[src/rtl/spi_pkg.sv]
// Shared definitions for the SPI register bank: FSM states, frame sizing and
// the encoding of the R/W bit at the head of every frame.
package spi_pkg;

  typedef enum logic [1:0] {
    IDLE,
    SHIFT,
    CHECK,
    COMMIT
  } state_e;

  localparam logic RW_WRITE = 1'b1;
  localparam logic RW_READ  = 1'b0;

  function automatic int frameWidth(input int addrW, input int dataW);
    return 1 + addrW + dataW;
  endfunction

endpackage

[src/rtl/sync2.sv]
// Two-flop synchronizer bringing one asynchronous bit into the clk domain;
// both stages clear to 0 on reset.
module sync2 (
  input  logic clk,
  input  logic rst,
  input  logic d_i,
  output logic q_o
);

  logic meta_q;
  logic sync_q;

  always_ff @(posedge clk or posedge rst) begin
    if (rst) begin
      meta_q <= 1'b0;
      sync_q <= 1'b0;
    end else begin
      meta_q <= d_i;
      sync_q <= meta_q;
    end
  end

  assign q_o = sync_q;

endmodule

[src/rtl/spi_reg_bank.sv]
// Register bank written over a mode-0 SPI slave that is oversampled by clk.
// Define SPI_READBACK_EN to return the addressed register on sdo during read frames.
module spi_reg_bank
  import spi_pkg::*;
#(
  parameter int NUM_REGS = 5,
  parameter int DATA_W   = 8,
  parameter int ADDR_W   = 7
) (
  input  logic                       clk,
  input  logic                       rst,
  input  logic                       sclk,
  input  logic                       sdi,
  input  logic                       cs_n,
  output logic                       sdo,
  output logic [NUM_REGS*DATA_W-1:0] regs_out,
  output logic                       wr_strobe,
  output logic [ADDR_W-1:0]          wr_addr,
  output logic                       frame_err
);

  localparam int FRAME_W = frameWidth(ADDR_W, DATA_W);
  localparam int CNT_W   = $clog2(FRAME_W + 2);
  localparam int AW1     = ADDR_W + 1;
  localparam logic [CNT_W-1:0] CNT_FULL  = CNT_W'(FRAME_W);
  localparam logic [CNT_W-1:0] CNT_SAT   = CNT_W'(FRAME_W + 1);
  localparam logic [ADDR_W:0]  REG_LIMIT = AW1'(NUM_REGS);

  logic                       sclkSync, sdiSync, csnSync;
  logic                       sclkPrev_q, sclkRise;
  logic                       armed_q;
  state_e                     state_q, state_d;
  logic [FRAME_W-1:0]         shift_q, shift_d;
  logic [CNT_W-1:0]           cnt_q, cnt_d;
  logic [ADDR_W-1:0]          wrAddr_q, wrAddr_d;
  logic [NUM_REGS*DATA_W-1:0] regs_q;
  logic                       frameRw, addrOk, validWrite, badFrame;
  logic [ADDR_W-1:0]          frameAddr;
  logic [DATA_W-1:0]          frameData;

  sync2 u_syncSclk (.clk(clk), .rst(rst), .d_i(sclk), .q_o(sclkSync));
  sync2 u_syncSdi  (.clk(clk), .rst(rst), .d_i(sdi),  .q_o(sdiSync));
  sync2 u_syncCsn  (.clk(clk), .rst(rst), .d_i(cs_n), .q_o(csnSync));

  assign sclkRise   = sclkSync & ~sclkPrev_q;
  assign frameRw    = shift_q[FRAME_W-1];
  assign frameAddr  = shift_q[FRAME_W-2 -: ADDR_W];
  assign frameData  = shift_q[DATA_W-1:0];
  assign addrOk     = {1'b0, frameAddr} < REG_LIMIT;
  assign validWrite = (cnt_q == CNT_FULL) && (frameRw == RW_WRITE) && addrOk;
  assign badFrame   = (cnt_q != CNT_FULL) || ((frameRw == RW_WRITE) && !addrOk);

  // armed_q blocks a frame that was already in flight when reset released.
  always_ff @(posedge clk or posedge rst) begin
    if (rst) begin
      state_q    <= IDLE;
      shift_q    <= '0;
      cnt_q      <= '0;
      wrAddr_q   <= '0;
      sclkPrev_q <= 1'b0;
      armed_q    <= 1'b0;
    end else begin
      state_q    <= state_d;
      shift_q    <= shift_d;
      cnt_q      <= cnt_d;
      wrAddr_q   <= wrAddr_d;
      sclkPrev_q <= sclkSync;
      armed_q    <= armed_q | csnSync;
    end
  end

  always_comb begin
    state_d  = state_q;
    shift_d  = shift_q;
    cnt_d    = cnt_q;
    wrAddr_d = wrAddr_q;
    case (state_q)
      IDLE: begin
        if (armed_q && !csnSync) begin
          state_d = SHIFT;
          shift_d = '0;
          cnt_d   = '0;
        end
      end
      SHIFT: begin
        if (csnSync) begin
          state_d = CHECK;
        end else if (sclkRise) begin
          shift_d = {shift_q[FRAME_W-2:0], sdiSync};
          if (cnt_q != CNT_SAT) cnt_d = cnt_q + CNT_W'(1);
        end
      end
      CHECK: begin
        if (validWrite) begin
          state_d  = COMMIT;
          wrAddr_d = frameAddr;
        end else begin
          state_d = IDLE;
        end
      end
      COMMIT:  state_d = IDLE;
      default: state_d = IDLE;
    endcase
  end

  always_ff @(posedge clk or posedge rst) begin
    if (rst) begin
      regs_q <= '0;
    end else if (state_q == COMMIT) begin
      for (int i = 0; i < NUM_REGS; i++) begin
        if (wrAddr_q == ADDR_W'(i)) regs_q[i*DATA_W +: DATA_W] <= frameData;
      end
    end
  end

  assign regs_out  = regs_q;
  assign wr_strobe = (state_q == COMMIT);
  assign wr_addr   = wrAddr_q;
  assign frame_err = (state_q == CHECK) && badFrame;

`ifdef SPI_READBACK_EN
  localparam logic [CNT_W-1:0] CNT_ADDR_DONE  = CNT_W'(ADDR_W);
  localparam logic [CNT_W-1:0] CNT_DATA_SHIFT = CNT_W'(ADDR_W + 2);

  logic              sclkFall;
  logic [DATA_W-1:0] sdoShift_q, sdoShift_d, rdData;

  assign sclkFall = ~sclkSync & sclkPrev_q;

  always_comb begin
    rdData = '0;
    for (int i = 0; i < NUM_REGS; i++) begin
      if (shift_d[ADDR_W-1:0] == ADDR_W'(i)) rdData = regs_q[i*DATA_W +: DATA_W];
    end
  end

  // The falling edge right after the load is skipped so the MSB is still on sdo
  // when the master samples the first data-phase rising edge.
  always_comb begin
    sdoShift_d = sdoShift_q;
    if (state_q != SHIFT) begin
      sdoShift_d = '0;
    end else if (!csnSync && sclkRise && cnt_q == CNT_ADDR_DONE && shift_d[ADDR_W] == RW_READ) begin
      sdoShift_d = rdData;
    end else if (!csnSync && sclkFall && cnt_q >= CNT_DATA_SHIFT) begin
      sdoShift_d = sdoShift_q << 1;
    end
  end

  always_ff @(posedge clk or posedge rst) begin
    if (rst) sdoShift_q <= '0;
    else     sdoShift_q <= sdoShift_d;
  end

  assign sdo = (state_q == SHIFT) ? sdoShift_q[DATA_W-1] : 1'b0;
`else
  assign sdo = 1'b0;
`endif

endmodule

[config.mk]
export PLATFORM = sky130hd
export DESIGN_NAME = spi_reg_bank
export DESIGN_NICKNAME = d
export VERILOG_FILES = /design/src/rtl/spi_pkg.sv /design/src/rtl/sync2.sv /design/src/rtl/spi_reg_bank.sv
export SDC_FILE = /design/constraint.sdc
export NUM_CORES = 1
export LEC_CHECK = 0
export ABC_AREA = 1
export CAP_MARGIN = 20
export CORE_MARGIN = 3
export CORE_UTILIZATION = 48
export DETAILED_ROUTE_END_ITERATION = 10
export HOLD_SLACK_MARGIN = 0.05
export PLACE_DENSITY = 0.76
export REMOVE_ABC_BUFFERS = 1
export SLEW_MARGIN = 15
export SYNTH_ARGS = -nofsm -noshare
export SYNTH_HDL_FRONTEND = slang
export SYNTH_SLANG_ARGS = --single-unit
[constraint.sdc]
create_clock -name clk -period 2.8 [get_ports clk]
set_input_delay 0.84 -clock clk [delete_from_list [all_inputs] [get_ports clk]]
set_output_delay 0.84 -clock clk [all_outputs]
set_load 0.005 [all_outputs]
# Word level (Yosys, flattened, before mapping)
# Index checks and enable logic that the tools add are counted.
[totals]
ff_bits = 78
latch_bits = 0
ramBits = 0
mem_bits_ro = 0
input_bits = 5
out_inout_bits = 50
elab_cells = 70
memories = 0
[op_classes]
add_sub_neg = 1
multipliers = 0
div = 0
magnitude_cmp = 1
n_eq_ne = 15
shift = 0
muxes = 13
bitwise = 3
reduce_logical = 20
[op_table]
columns = ["cell", "n"]
rows = [
  ["$mux 16", 3],
  ["$pmux 16 s2", 1],
  ["$mux 5", 4],
  ["$eq 7x2->1 const B", 2],
  ["$reduce_and 2->1", 7],
  ["$ne 5x5->1 const B", 2],
  ["$pmux 5 s2", 1],
  ["$ne 2x2->1 const B", 4],
  ["$pmux 2 s4", 1],
  ["$eq 7x1->1 const B", 1],
  ["$eq 7x3->1 const B", 1],
  ["$logic_not 7->1", 1],
  ["$lt 7x3->1 const B", 1],
  ["$mux 2", 3],
  ["$add 5x1->5 const B", 1],
  ["$eq 5x5->1 const B", 1],
  ["$logic_and 1x1->1", 5],
  ["$reduce_and 5->1", 1],
  ["$eq 2x2->1 const B", 2],
  ["$reduce_and 4->1", 1],
  ["$eq 2x1->1 const B", 1],
  ["$logic_not 1->1", 2],
  ["$logic_not 2->1", 1],
  ["$ne 2x1->1 const B", 1],
  ["other kinds (5)", 5],
]

# Longest topological paths before layout
# Gate-level depths: netlist of the first run.
[logic_depth]
ltp_word = 5
ltp_mapped = 9
depth_no_buf = 8

# Modules after synthesis
# Synthesis of the first run repeated with hierarchy kept, for this count alone.
[hier_totals]
hier_cells = 358
area_unflattened_um2 = 3288.2
[modules_own_cells]
columns = ["module", "instances", "cells_each", "area_each_um2", "seq_area_each_um2"]
rows = [
  ["spi_reg_bank", 1, 349, 3126.7, 1801.7],
  ["sync2", 3, 3, 53.8, 50.0],
]

# Worst setup path after synthesis of the first run
# OpenSTA, ideal clock, no wires.
[synth_path]
kind = "register to output"
startpoint = "register state_q[1]"
endpoint = "output wr_strobe"
arrival_time_ns = 0.916
required_time_ns = 1.960
path_slack_ns = 1.044
stages_incl_launch_ff = 6
n_path_buf = 3
path_cell_list = "dfrtp_1 > buf_4 > nand2_1 > inv_2 > buf_4 > buf_4"
[synth_between]
elab_chain_cells = 1
[synth_lines]
columns = ["element", "line_no", "source"]
rows = [
  ["start, declared", "spi_reg_bank.sv:32", "state_e state_q, state_d;"],
  ["start signal, assigned", "spi_reg_bank.sv:63", "state_q <= state_d;"],
  ["$eq 2x2->1", "spi_reg_bank.sv:117", "assign wr_strobe = (state_q == COMMIT);"],
  ["end, declared", "spi_reg_bank.sv:17", "output logic wr_strobe,"],
]
# No other way between the ends.

# Final worst setup path of the first run
# Same ends and word-level chain as after synthesis.

==> impl_metrics.yaml, run 1 <==
outcome:
  status: "complete, no violations"
cts:
  cts_buffer_depth: 2
  cts-root-buf: "clkbuf_8"
  cts_buffers: 9
  hold_buffers: 0
  htree_levels: 3
  clk_latency_ns: 0.35
  cts_tree: "built"
  cts.clk_slew.worst_paths_ns: 0.08
  cts_sinks: 78
job:
  cap_violations: 0
timing:
  clock.fmax_mhz: 422.1
  clock-skew-final_ns: 0.008265
  rsz0062_at_grt: "false"
  worst-slew-pin-transition_ns: 0.5239
  tns_ns: 0
  drv_slew: 0
  holdWs_ns: 0.3516
  hold_viol: 0
  finalCritPeriodShare_pct: 84.61
  period_minus_slack_ns: 2.369
  maxSlewHeadroom_pct: 65.07
  finalSetupViolCount: 0
global_route:
  grt.overflow.total: 0
  grt_pass1_wl_mm: 11.67
  grt_pass1_vias: 2489
  grt_max_degree: 44
  grt_use_total_pct: 17.79
  antenna_found_initial: 0
yosys:
  synth-seq-cells: 78
  yosysSeqAreaShare_pct: 56.64
  synthSimpleGateAreaFrac_pct: 29.23
  synth_compound_area_share_pct: 6.609
  synth-adder-area-share_pct: 1.089
  synthArstFlopShare_pct: 100.0
  synth_edf_count: 0
  synth_cell_types: 26
  synth_xor_area_share_pct: 0
  ys_warn_count: 0
  synthMuxAreaShare_pct: 0
  synth_cells: 376
  syn_avg_cell_area_sq_um: 9.164
  synthesis.area_sq_um: 3446
  ys.flop_type: "dfrtp_1"
  synth_top_family_by_area: "simple AND/OR/NAND/NOR gates"
routing:
  wire_per_inst_um: 12.97
  via_count: 2631
  drc: 0
  ant_nets: 0
  drt_wl_total_mm: 6.941
  vias_per_cell: 4.918
  firstDrtPassIters: 4
  initialDrtViolationCount: 120
layout:
  layout-drive-gt1-share_pct: 15.49
  fill_cells: 590
  area_growth_syn_to_layout_pct: 23.38
  finalNonFillerCells: 535
  diodes: 0
  nNetsFinal: 442
  final_cell_area_sq_um: 4252
setup_path:
  worstPathRequired_ns: 1.96
  critPathArrivalTime_ns: 1.53
  worstSetupEndpointType: "primary output"
  start_kind: "register"
  path_max_fanout: 7
  crit_type: "register to primary output"
pwr:
  p_sw_share_pct: 32.09
  p_sw_mw: 0.8251
  pwr-share-seq_pct: 49.3
  p_leak_nw: 2.025
  pwr-share-clk_pct: 31.2
  p_per_area_nw_per_um2: 604.9
  p_int_mw: 1.746
  total_power_mw: 2.572
  peakVddDrop_v: 0.0004213
  pwr-share-comb_pct: 19.5
placed_design:
  placed_area_sq_um: 4036
  dpl.hpwl_mm: 4.836
  globalplace.congestion: 0.7850
  port_buffers: 53
  dp.cells: 517
floorplan:
  rows: 30
  die_y_um: 90.73
  start_util_pct: 50.16
  die_area_sq_um: 8231
  pin_count: 55
  fp.dieW_um: 90.73
  core_area_sq_um: 6869
worst_hold_path:
  hp-class: "register to register"
[kinds of logic after synthesis]
kind of cell	Yosys count
flops	78
fa+ha+maj	3
simple gates	214
compound gates	35
buf+inv	45
other cells	1
[critical path: stages, from the launching register on]
cell and delay, ns:
dfrtp_1 0.49, nand2_1 0.10, inv_2 0.09, clkdlybuf4s50_1 0.50
[power by group through the flow]
stage	Sequential [mW]	Clock (mW)	Combinational, mW
after floorplan	1.27	0	0.329
after global placement	1.28	0	0.481
after detailed placement	1.29	0	0.490
after CTS	1.27	0.822	0.495
after global routing	1.28	0.884	0.565
final	1.27	0.803	0.501
[state kept, by name, summed over array words and instances (netlist names)]
| register | cells |
|---|---|
| u_syncSdi.meta_q | 1 |
| u_syncCsn.q_o | 1 |
| u_syncSclk.q_o | 1 |
| u_syncCsn.meta_q | 1 |
| sclkPrev_q | 1 |
| wr_addr | 7 |
| shift_q | 16 |
| u_syncSdi.q_o | 1 |
| cnt_q | 5 |
| u_syncSclk.meta_q | 1 |
| armed_q | 1 |
| state_q | 2 |
| regs_out | 40 |
[cells in the final DEF (no fill, tap or decap), drive strengths merged]
cell	n
a21oi	3
buf	7
clkbuf	12
clkdlybuf4s50	52
clkinv	1
clkinvlp	2
conb	1
dfrtp	78
dlymetal6s2s	1
ha	3
inv	33
nand2	139
nand3	34
nand4	13
nor2	26
o21ai	32
or2	2
[metrics by stage]
step / utilization [%] / setup WS [ns]
2_1_floorplan: - / -0.03503
3_3_place_gp: 58.76 / 0.4743
3_5_place_dp: 58.76 / 0.4551
4_1_cts: 61.58 / 0.05498
5_1_grt: 61.89 / 0.3384
6_report: 61.89 / 0.4310
[Yosys cell counts (6+ instances only)]
| cell | number | area (sq um) |
|---|---|---|
| nand2_1 | 130 | 488.0 |
| dfrtp_1 | 78 | 1952 |
| nand3_1 | 29 | 145.1 |
| inv_1 | 28 | 105.1 |
| nor2_1 | 18 | 67.56 |
| o21ai_2 | 14 | 122.6 |
| nand4_1 | 13 | 81.33 |
| o21ai_1 | 11 | 55.05 |
| o21ai_0 | 7 | 35.03 |
| nand2_2 | 6 | 37.54 |
[timing repair]
item,CTS,global route
setup buffers,0,2
resized for setup,0,3
setup endpoints to repair,0,1
[final cells by class]
| cell class | count | area (sq um) | share of cell area (%) |
|---|---|---|---|
| Clock inverter | 4 | 28.78 | 0.6769 |
| Clock buffer | 12 | 165.2 | 3.885 |
| Multi-Input combinational cell | 253 | 1279 | 30.08 |
| Sequential cell | 78 | 1953 | 45.94 |
| Timing Repair Buffer | 60 | 585.6 | 13.77 |
| Tap cell | 96 | 120.1 | 2.825 |
| Inverter | 32 | 120.1 | 2.825 |
[worst paths after layout]
check                                      endpoint  cells after the start                  startpoint  slack (ns)
max in group asynchronous  regs_out[19]$_DFFE_PP0P_                      3                         rst        1.49
min in group asynchronous    wr_addr[5]$_DFFE_PP0P_                      3                         rst        0.90
setup / recovery                          wr_strobe                      3      state_q[1]$_DFFE_PP0P_        0.43
hold reg to reg             u_syncSdi.q_o$_DFF_PP0_                      0  u_syncSdi.meta_q$_DFF_PP0_        0.35
hold / removal              u_syncSdi.q_o$_DFF_PP0_                      0  u_syncSdi.meta_q$_DFF_PP0_        0.35
setup reg to reg           regs_out[15]$_DFFE_PP0P_                      8      state_q[1]$_DFFE_PP0P_        1.05
[routing by layer]
| layer | vias to the layer above | GRT usage (%) | share of wire (%) |
|---|---|---|---|
| met2 | 70 | 28.17 | 47 |
| met4 | 0 | 6.888 | 1.8 |
| met1 | 1232 | 22.72 | 45 |
| met3 | 15 | 5.667 | 6.2 |
| li1 | 1314 | - | - |
| met5 | - | 0 | 0 |
No activity file was read; power rests on OpenSTA's default activity.
==> inputs of run 2 (changes only) <==
--- a/config.mk
+++ b/config.mk
@@ -8,10 +8,10 @@
 export ABC_AREA = 1
 export CAP_MARGIN = 20
 export CORE_MARGIN = 3
-export CORE_UTILIZATION = 48
+export CORE_UTILIZATION = 50
 export DETAILED_ROUTE_END_ITERATION = 10
 export HOLD_SLACK_MARGIN = 0.05
-export PLACE_DENSITY = 0.76
+export PLACE_DENSITY = 0.75
 export REMOVE_ABC_BUFFERS = 1
 export SLEW_MARGIN = 15
 export SYNTH_ARGS = -nofsm -noshare
==> constraint.sdc (replaced) <==
create_clock -name clk -period 2.42 [get_ports clk]
set_input_delay 0.726 -clock clk [delete_from_list [all_inputs] [get_ports clk]]
set_output_delay 0.726 -clock clk [all_outputs]
set_load 0.005 [all_outputs]
==> run 2 against run 1 <==
  * Global-route usage up 2.7 points
  * Worst setup slack lost 0.27 ns
  * Cell count down 3.2%
  * Clock power rose by 22%
  * Register-to-register slack worse by 0.36 ns
  * Combinational power increased by 25%
  * Sequential power up 14%
  * Worst hold slack barely moved
  * Clock-buffer cell count rose by 1
==> impl_metrics.yaml, run 2 (synthesis gave the netlist of run 1 again) <==
routing:
  wl_met3_um: 269
  wl_met1_mm: 3.191
  firstDrtPassIters: 5
  via_count: 2664
  drc: 0
  vias_per_cell: 5.143
  drt_wl_total_mm: 7.201
  wire_per_inst_um: 13.90
  initialDrtViolationCount: 149
  met2_length_mm: 3.637
  routed.top_layer: "met4"
  ant_nets: 0
cts:
  clk_latency_ns: 0.35
  cts_buffers: 9
  hold_buffers: 0
  cts_tree: "built"
  cts_sinks: 78
  cts.clk_slew.worst_paths_ns: 0.07
  cts_buffer_depth: 2
  cts-root-buf: "clkbuf_8"
  htree_levels: 3
layout:
  nNetsFinal: 444
  post-route-util_pct: 65.71
  largest_reg_flops: 40
  multiInputGateArea_sq_um: 1276
  area_growth_syn_to_layout_pct: 23.86
  diodes: 0
  mostFrequentLayoutCell: "nand2_1"
  seq_area_sq_um: 1952
  fill_cells: 547
  finalNonFillerCells: 518
  final_cell_mix: "130 x nand2_1, 78 x dfrtp_1, 52 x clkdlybuf4s50_1, 29 x nand3_1, 27 x inv_1"
  layout-drive-gt1-share_pct: 14.97
global_route:
  grt_pass1_vias: 2591
  grt_use_total_pct: 20.49
  antenna_found_initial: 0
  grt.overflow.total: 0
  grt_max_degree: 34
  grt_pass1_wl_mm: 12.36
setup_path:
  path_buf_inv: 1
  slowest_delay_ns: 0.45
  worstPathRequired_ns: 1.69
  worstSetupEndpointType: "primary output"
  crit_family: "flip-flops"
  cpMostUsedCell: "nand3_1"
  critPathArrivalTime_ns: 1.54
  critPathSlowestCell: "dfrtp_1"
  start_kind: "register"
  path_max_fanout: 8
  crit_type: "register to primary output"
  path_cells: "nor2_1, nand3_1, nand3_1, o21ai_1, dlygate4sd2_1"
floorplan:
  rows: 29
  pin_count: 55
  core_area_sq_um: 6495
  start_util_pct: 53.05
  die_y_um: 89.02
  die_area_sq_um: 7924
  fp.dieW_um: 89.02
timing:
  clock-skew-final_ns: 0.005078
  finalCritPeriodShare_pct: 93.54
  drv_slew: 0
  finalSetupViolCount: 0
  rsz0062_at_grt: "false"
  period_minus_slack_ns: 2.264
  holdWs_ns: 0.3514
  clock.fmax_mhz: 441.7
  hold_viol: 0
placed_design:
  dpl.hpwl_mm: 4.957
  dp.cells: 501
  port_buffers: 53
  globalplace.congestion: 0.8303
worst_hold_path:
  hp-class: "register to register"
pwr:
  pwr-share-seq_pct: 47.3
  p_per_area_nw_per_um2: 715.2
  p_int_mw: 2.105
  p_leak_nw: 2.036
  pwr-share-clk_pct: 32.2
  p_sw_share_pct: 31.03
  p_sw_mw: 0.9473
  pwr-share-comb_pct: 20.4
  peakVddDrop_v: 0.0004275
job:
  cap_violations: 0
outcome:
  status: "complete, no violations"
-- run 2: cell types whose count changed in the layout (fill, tap and decap cells not counted), sizes merged --
cell,delta
buf,+2
dlymetal6s2s,-1
clkinvlp,-1
dlygate4sd2,+1
inv,-1
clkbuf,+1
bufinv,+1
-- run 2: final cells by class --
type / instances / share of cell area [%]
sequential: 78 / 45.73
multi-input combinational: 253 / 29.90
timing repair buffer: 62 / 14.57
clock buffer: 13 / 3.723
inverter: 32 / 2.814
tap: 77 / 2.257
clock inverter: 3 / 0.9968
-- run 2: worst paths after layout --
check                      slack, ns                        start  depth (start not counted)                  endpoint
setup reg to reg                0.69       state_q[1]$_DFFE_PP0P_                          9   regs_out[8]$_DFFE_PP0P_
hold reg to reg                 0.35  u_syncSclk.meta_q$_DFF_PP0_                          0  u_syncSclk.q_o$_DFF_PP0_
min in group asynchronous       0.72                          rst                          2  regs_out[34]$_DFFE_PP0P_
max in group asynchronous       1.17                          rst                          3    wr_addr[2]$_DFFE_PP0P_
setup / recovery                0.16         cnt_q[2]$_DFFE_PP0P_                          5                 frame_err
hold / removal                  0.35  u_syncSclk.meta_q$_DFF_PP0_                          0  u_syncSclk.q_o$_DFF_PP0_
-- run 2: repair_timing --
action	in CTS	in global routing
setup buffers	1	0
resized for setup	2	0
setup endpoints to repair	1	0
-- run 2: worst register-to-register path, delay by kind of cell (launching register included) --
family,cells,cell delay (ns)
and+or+nand+nor,6,0.78
buffers and inverters,3,0.48
DFF,1,0.36
-- run 2: routing by layer --
metal	vias up	track usage, %
met5	-	0
li1	1317	-
met3	9	4.608
met4	0	6.766
met1	1284	26.87
met2	54	33.94
-- run 2: metrics by stage --
stage	area, sq um	total power, mW	TNS (ns)	worst slack, ns
global route	4268	3.214	0	0.02551
global placement	4060	2.065	0	0.2519
detailed placement	4060	2.089	0	0.2487
finish	4268	3.053	0	0.1562
floorplan	3348	1.847	-23.48	-0.3010
CTS	4268	3.075	0	0.1517
-- run 2: power groups by stage --
stage | Combinational [mW] | Sequential, mW | Clock, mW
6_report | 0.624 | 1.45 | 0.983
5_1_grt | 0.700 | 1.46 | 1.06
4_1_cts | 0.628 | 1.44 | 1.00
3_5_place_dp | 0.614 | 1.47 | 0
3_3_place_gp | 0.594 | 1.47 | 0
2_1_floorplan | 0.380 | 1.47 | 0
